## config.mk

```make
export PLATFORM = sky130hd
export DESIGN_NAME = fifo_stream_out
export DESIGN_NICKNAME = d
export VERILOG_FILES = /design/src/rtl/fifo_stream_out.sv
export SDC_FILE = /design/constraint.sdc
export NUM_CORES = 1
export LEC_CHECK = 0
export CORE_AREA = 8 8 71 73
export DETAILED_ROUTE_END_ITERATION = 6
export DIE_AREA = 0 0 79 81
export PLACE_DENSITY = 0.72
export SYNTH_ARGS = -nofsm -noshare
export SYNTH_HDL_FRONTEND = slang
export SYNTH_SLANG_ARGS = --single-unit
```

## constraint.sdc

```tcl
create_clock -name clk -period 1.8 [get_ports clk]
set_input_delay 0.18 -clock clk [delete_from_list [all_inputs] [get_ports clk]]
set_output_delay 0.18 -clock clk [all_outputs]
set_load 0.03 [all_outputs]
```

## src/rtl/fifo_stream_out.sv

```systemverilog
// Output stage from a FIFO controller to a valid/ready stream.
// A two-entry head/skid buffer keeps the FIFO pop independent of m_ready.
module fifo_stream_out #(
   parameter int DATA_WIDTH = 8,
   parameter int CNT_WIDTH  = 16
) (
   input  logic                  clk,
   input  logic                  reset,
   input  logic                  flush,
   input  logic                  fifo_empty,
   output logic                  fifo_rd,
   input  logic [DATA_WIDTH-1:0] fifo_rdata,
   output logic                  m_valid,
   input  logic                  m_ready,
   output logic [DATA_WIDTH-1:0] m_data,
   output logic [CNT_WIDTH-1:0]  beat_cnt
);

   typedef enum logic [1:0] {
      OCC_EMPTY = 2'd0,
      OCC_ONE   = 2'd1,
      OCC_TWO   = 2'd2
   } occ_e;

   localparam logic [CNT_WIDTH-1:0] CNT_ONE = {{(CNT_WIDTH-1){1'b0}}, 1'b1};

   occ_e                  occ_q, occ_d;
   logic [DATA_WIDTH-1:0] head_q, head_d;
   logic [DATA_WIDTH-1:0] skid_q, skid_d;
   logic [CNT_WIDTH-1:0]  cnt_q, cnt_d;
   logic                  m_valid_q, m_valid_d;
   logic                  push_s;
   logic                  pop_s;

   // Pop the FIFO only while a free slot is guaranteed, so m_ready never reaches fifo_rd.
   assign push_s  = ~fifo_empty & (occ_q != OCC_TWO) & ~flush & ~reset;
   assign pop_s   = m_valid_q & m_ready;
   assign fifo_rd = push_s;

   assign m_valid  = m_valid_q;
   assign m_data   = head_q;
   assign beat_cnt = cnt_q;

   // Next-state for occupancy, buffer registers and the beat counter.
   always_comb begin
      occ_d  = occ_q;
      head_d = head_q;
      skid_d = skid_q;
      cnt_d  = cnt_q;
      if (flush) begin
         occ_d = OCC_EMPTY;
      end else begin
         if (pop_s) begin
            cnt_d = cnt_q + CNT_ONE;
         end else begin
            cnt_d = cnt_q;
         end
         case (occ_q)
            OCC_EMPTY: begin
               if (push_s) begin
                  head_d = fifo_rdata;
                  occ_d  = OCC_ONE;
               end else begin
                  occ_d  = OCC_EMPTY;
               end
            end
            OCC_ONE: begin
               if (push_s && pop_s) begin
                  head_d = fifo_rdata;
                  occ_d  = OCC_ONE;
               end else if (push_s) begin
                  skid_d = fifo_rdata;
                  occ_d  = OCC_TWO;
               end else if (pop_s) begin
                  occ_d  = OCC_EMPTY;
               end else begin
                  occ_d  = OCC_ONE;
               end
            end
            OCC_TWO: begin
               // No push can happen here; the skid word moves up on a pop.
               if (pop_s) begin
                  head_d = skid_q;
                  occ_d  = OCC_ONE;
               end else begin
                  occ_d  = OCC_TWO;
               end
            end
            default: begin
               occ_d = OCC_EMPTY;
            end
         endcase
      end
      m_valid_d = (occ_d != OCC_EMPTY);
   end

   // State registers with synchronous reset taking priority over everything.
   always_ff @(posedge clk) begin
      if (reset) begin
         occ_q     <= OCC_EMPTY;
         head_q    <= {DATA_WIDTH{1'b0}};
         skid_q    <= {DATA_WIDTH{1'b0}};
         cnt_q     <= {CNT_WIDTH{1'b0}};
         m_valid_q <= 1'b0;
      end else begin
         occ_q     <= occ_d;
         head_q    <= head_d;
         skid_q    <= skid_d;
         cnt_q     <= cnt_d;
         m_valid_q <= m_valid_d;
      end
   end

endmodule

```

* Word-level counts from Yosys, hierarchy flattened
Cells that the tools add are included.
** Storage, ports and cells
- Flip-flop bits (word level) :: 35
- Input port bits :: 13
- Word-level logic and storage cells :: 38
** Operators by class
- Add/subtract/negate cells :: 1
- Equality and inequality tests :: 6
- Multiplexer cells :: 11
- Bitwise logic cells :: 8
- Reduce and logical (&&, ||, !) cells :: 7
** Operator list (number)
- 8-bit 2-to-1 mux :: 3
- 8-bit one-hot mux with 3 select lines :: 1
- 16-bit by 1-bit adder with 16-bit output, second input constant :: 1
- 2-bit 2-to-1 mux :: 4
- 2-bit inequality test, second input constant :: 4
- 2-bit one-hot mux with 3 select lines :: 1
- 5-bit AND reduction :: 1
- 1-bit bitwise AND :: 4
- 1-bit NOT :: 4
- 4-bit AND reduction :: 1
- 3-bit nonzero test :: 1
- 2-bit by 1-bit == test with 1-bit output, second input constant :: 1
- 2-bit == test, second input constant :: 1
- 2-bit logical NOT :: 1
- 1-bit 2-to-1 mux :: 2
- 2-bit AND reduction :: 1
- 2-bit nonzero test :: 1
- 1-bit logical AND :: 1

* Longest topological paths before layout
- Depth after elaboration :: 9
- Depth in mapped cells :: 9
- Mapped depth without buffers :: 7

* Least setup slack after synthesis
Ideal clock, no wire load.
- Path type :: input -> register
- From :: input port reset
- To :: register skid_q[0]
- Library setup time :: 0.128 ns
- Data arrival time :: 2.257 ns
- Data required time :: 1.672 ns
- Slack :: -0.585 ns
- Stages on the path :: 8
- Buffers on the path :: 1
- Cell sequence :: clkbuf_8 > or3_4 > nor2_1 > ha_1 > nand2_1 > nor3_2 > mux2i_1 > nor2_1
** Between the ends
- Word-level cells in the longest chain between the ends :: 5
** RTL lines
- from (decl) :: line 8 : input logic reset,
- 1-bit NOT (*) :: line 36 : assign push_s = ~fifo_empty & (occ_q != OCC_TWO) & ~flush & ~reset;
- 1-bit bitwise AND (*) :: line 36
- net fifo_rd :: line 11 : output logic fifo_rd,
- 1-bit logical AND :: line 68 : if (push_s && pop_s) begin
- 1-bit NOT (no line)
- 4-bit AND reduction (no line) (*)
- to (signal assigned) :: line 102 : skid_q <= {DATA_WIDTH{1'b0}};
- to (signal assigned) :: line 108 : skid_q <= skid_d;
- to (decl) :: line 29 : logic [DATA_WIDTH-1:0] skid_q, skid_d;
Mark *: on every way through the listed nets, which the timed path passes. The rest lies on a longest branch.
A chain may end at the register's enable or synchronous reset.

* Worst setup path in the final report
- From :: input port fifo_empty
- To :: register head_q[2] (netlist: m_data[2])
** Between the ends
- Word-level cells in the longest chain between the ends :: 7
- Elaborated cells between the ends (all ways) :: 8
** RTL lines
- from (decl) :: line 10 : input logic fifo_empty,
- 1-bit NOT (*) :: line 36
- 1-bit bitwise AND (*) (3 in series) :: line 36
- 1-bit logical AND :: line 68
- 2-bit inequality test (no line)
- 5-bit AND reduction (no line) (*)
- to (signal assigned) :: line 101 : head_q <= {DATA_WIDTH{1'b0}};
- to (decl) :: line 28 : logic [DATA_WIDTH-1:0] head_q, head_d;
Every way passes the cells marked *; elsewhere a longest branch is shown, timed or not.

==> flow_summary.json <==
{
  "areaGrowthSynthToFinish_pct": 45.88,
  "cts_htree_levels": 2,
  "hold_path_class": "input pin to register",
  "place_congestion": 0.7568,
  "viasPerCell": 5.271,
  "syn-num-nets": 182,
  "yosys.area.top_type": "dfxtp_1",
  "worstSetupPathType": "input pin to register",
  "ios": 39,
  "ys_ff_latch": 35,
  "report.final.slew_viol_count": 0,
  "required_ns": 1.99,
  "endpoint_kind": "register",
  "startpoint_type": "input pin",
  "final.min_clock_period_ns": 1.756,
  "status": "finished clean",
  "p_leak_uw": 0.0009461,
  "fin_crit_sh_pct": 97.53,
  "arrival_ns": 1.95,
  "drtAntennaViolNets": 0,
  "clk_pin_slew_ns": 0.07,
  "ff2ff_setup_slack_ns": 0.07,
  "grt_start_max_net_pins": 35,
  "post_synth_num_cell_types": 43,
  "critPathLaunch": "fifo_empty",
  "synth_seq_area_share_pct": 42.75,
  "synth_common_cells": "35 x dfxtp_1, 20 x nor2_1, 17 x mux2i_1",
  "synth_most_common_cell": "dfxtp_1",
  "cts_buffer_depth": 2,
  "place_hpwl_um": 2731,
  "wl_per_cell_um": 14.76,
  "dr_total_vias": 1476,
  "netlist_top_cells_area": "dfxtp_1 43%, mux2i_1 10%, nor2_1 4.6%",
  "holdBufCountCts": 0,
  "die_y_um": 81,
  "clock_skew_ns": 0.005589,
  "synth_edf_count": 0,
  "power.density_nw_per_um2": 626.4,
  "die_area_um2": 6399,
  "async_flop_share_pct": 0,
  "die_x_um": 79,
  "endpoint": "m_data[2]",
  "cts_num_sinks": 35,
  "synth_top_cell_area_share_pct": 42.75,
  "grt_antenna_before_repair": 0,
  "drt_iter0_markers": 123,
  "r2r_cells": 5,
  "multi_input_area_um2": 939.7,
  "drc": 0,
  "seq_area_um2": 703.2,
  "final_cells": 280,
  "rows": 23,
  "grt_pass1_vias": 1420,
  "num_antenna_cells": 0,
  "syn_inst": 166,
  "routed_wl_um": 4133,
  "whs_ns": 0.3879,
  "slew_headroom_pct": 67.30,
  "setup-tns-final_ns": 0,
  "ys.flop_type": "dfxtp_1",
  "r2r_end": "m_data[2]",
  "setup_viol": 0,
  "cts_tree": "built",
  "yosysWarnings": 0,
  "total_power_uw": 1498,
  "fillers": 363,
  "max_freq_mhz": 569.6,
  "portBuffers": 38,
  "nNetsFinal": 245,
  "start_util_pct": 41.88,
  "maxCapViolations": 0,
  "avgSynthCellArea_um2": 9.874,
  "vdd_drop_max_mv": 0.5095,
  "rr_startpoint": "occ_q[0]",
  "cts_buffers": 5,
  "drive_gt1_share_pct": 23.91,
  "cp_max_fo": 7,
  "worst_pin_slew_ns": 0.4900,
  "synth_area_um2": 1639,
  "cts_root_buffer": "clkbuf_8",
  "grt_use_total_pct": 12.00,
  "dp_cells": 267,
  "hold_viol": 0,
  "grt_setup_unrepaired": "true",
  "coreArea_um2": 3914,
  "overflow": 0,
  "grt_pass1_wl_um": 6251,
  "dr.pass1.iters": 4,
  "clock_latency_ns": 0.28
}
[layer usage]
layer | vias to the layer above | share of wire [%] | GRT usage (%)
met5 | - | 0 | 0
met4 | 0 | 1.8 | 5.000
met3 | 10 | 7.0 | 3.863
met2 | 54 | 46 | 18.82
met1 | 681 | 45 | 14.86
li1 | 731 | - | -
[layout make-up]
cell class              instances  share of cell area (%)
clock buffers                   7                   3.192
clock inverters                 1                  0.2093
inverters                       3                  0.4710
multi-input cells             119                   39.30
flip-flops and latches         35                   29.41
well taps                      50                   2.616
repair buffers                 65                   24.80
[flip-flops by register name, indices dropped and copies added, names as in the netlist]
signal and flops:
beat_cnt 16, m_data 8, m_valid 1, occ_q 2
skid_q 8
[critical path, stage by stage]
cell and delay [ns]:
dlygate4sd2_1 0.24, or3_4 0.40, nor2_4 0.15, ha_1 0.16, nand3b_1 0.22, o311ai_4 0.21, a21oi_1 0.13, a311oi_1 0.26
[where the power goes]
group / total (uW) / switching, uW / internal [uW]
sequential: 793 / 8.22 / 784
clock: 547 / 275 / 271
combinational: 158 / 81.4 / 76.7
total: 1500 / 365 / 1130
[timing repair]
action / 4_1_cts / 5_1_grt
setup buffers: 1 / 3
endpoints found under the setup margin: 6 / 6
resized for setup: 9 / 5
pin swaps: 5 / 8
cloned: 0 / 1
[cell families after synthesis]
family	after synthesis	synth area share, %
AO/OA/AOI/OAI	30	13.05
XOR/XNOR	10	5.343
adder cells (fa/ha/maj)	3	2.290
buffers and inverters	13	4.962
flip-flops	35	42.75
multiplexers	17	10.38
AND/OR/NAND/NOR	58	21.22
[metrics by stage]
step                      instance area [um^2]  util [%]  setup WS, ns
final                                     2391     61.09       0.04442
after CTS                                 2325     59.40       0.08013
after global routing                      2391     61.09      -0.03720
after detailed placement                  2211     56.49       -0.3722
after floorplan                           1657         -       -0.1089
after global placement                    2211     56.49       -0.2984
[layout by cell type (no fill, tap or decap), types with 3 or more instances in the layout]
cell type	count
clkdlybuf4s50_1	34
dfxtp_1	33
buf_4	26
nor2_1	19
mux2i_1	17
a21oi_1	12
a311oi_1	7
xor2_1	6
clkbuf_8	5
nand4_1	4
nand3_1	4
o21ai_0	4
xnor2_1	4
inv_1	3
nand2_1	3
dlygate4sd2_1	3
[worst min path at each step]
stage,from,endpoint,slack [ns],cells after the start
after floorplan,flush,occ_q[0],0.27,1
after global placement,skid_q[5],skid_q[5],0.47,2
after detailed placement,beat_cnt[15],beat_cnt[15],0.48,2
after CTS,flush,occ_q[0],0.38,3
after global routing,flush,occ_q[0],0.40,3
final,flush,occ_q[0],0.39,3
(Power assumes the default switching activity.)
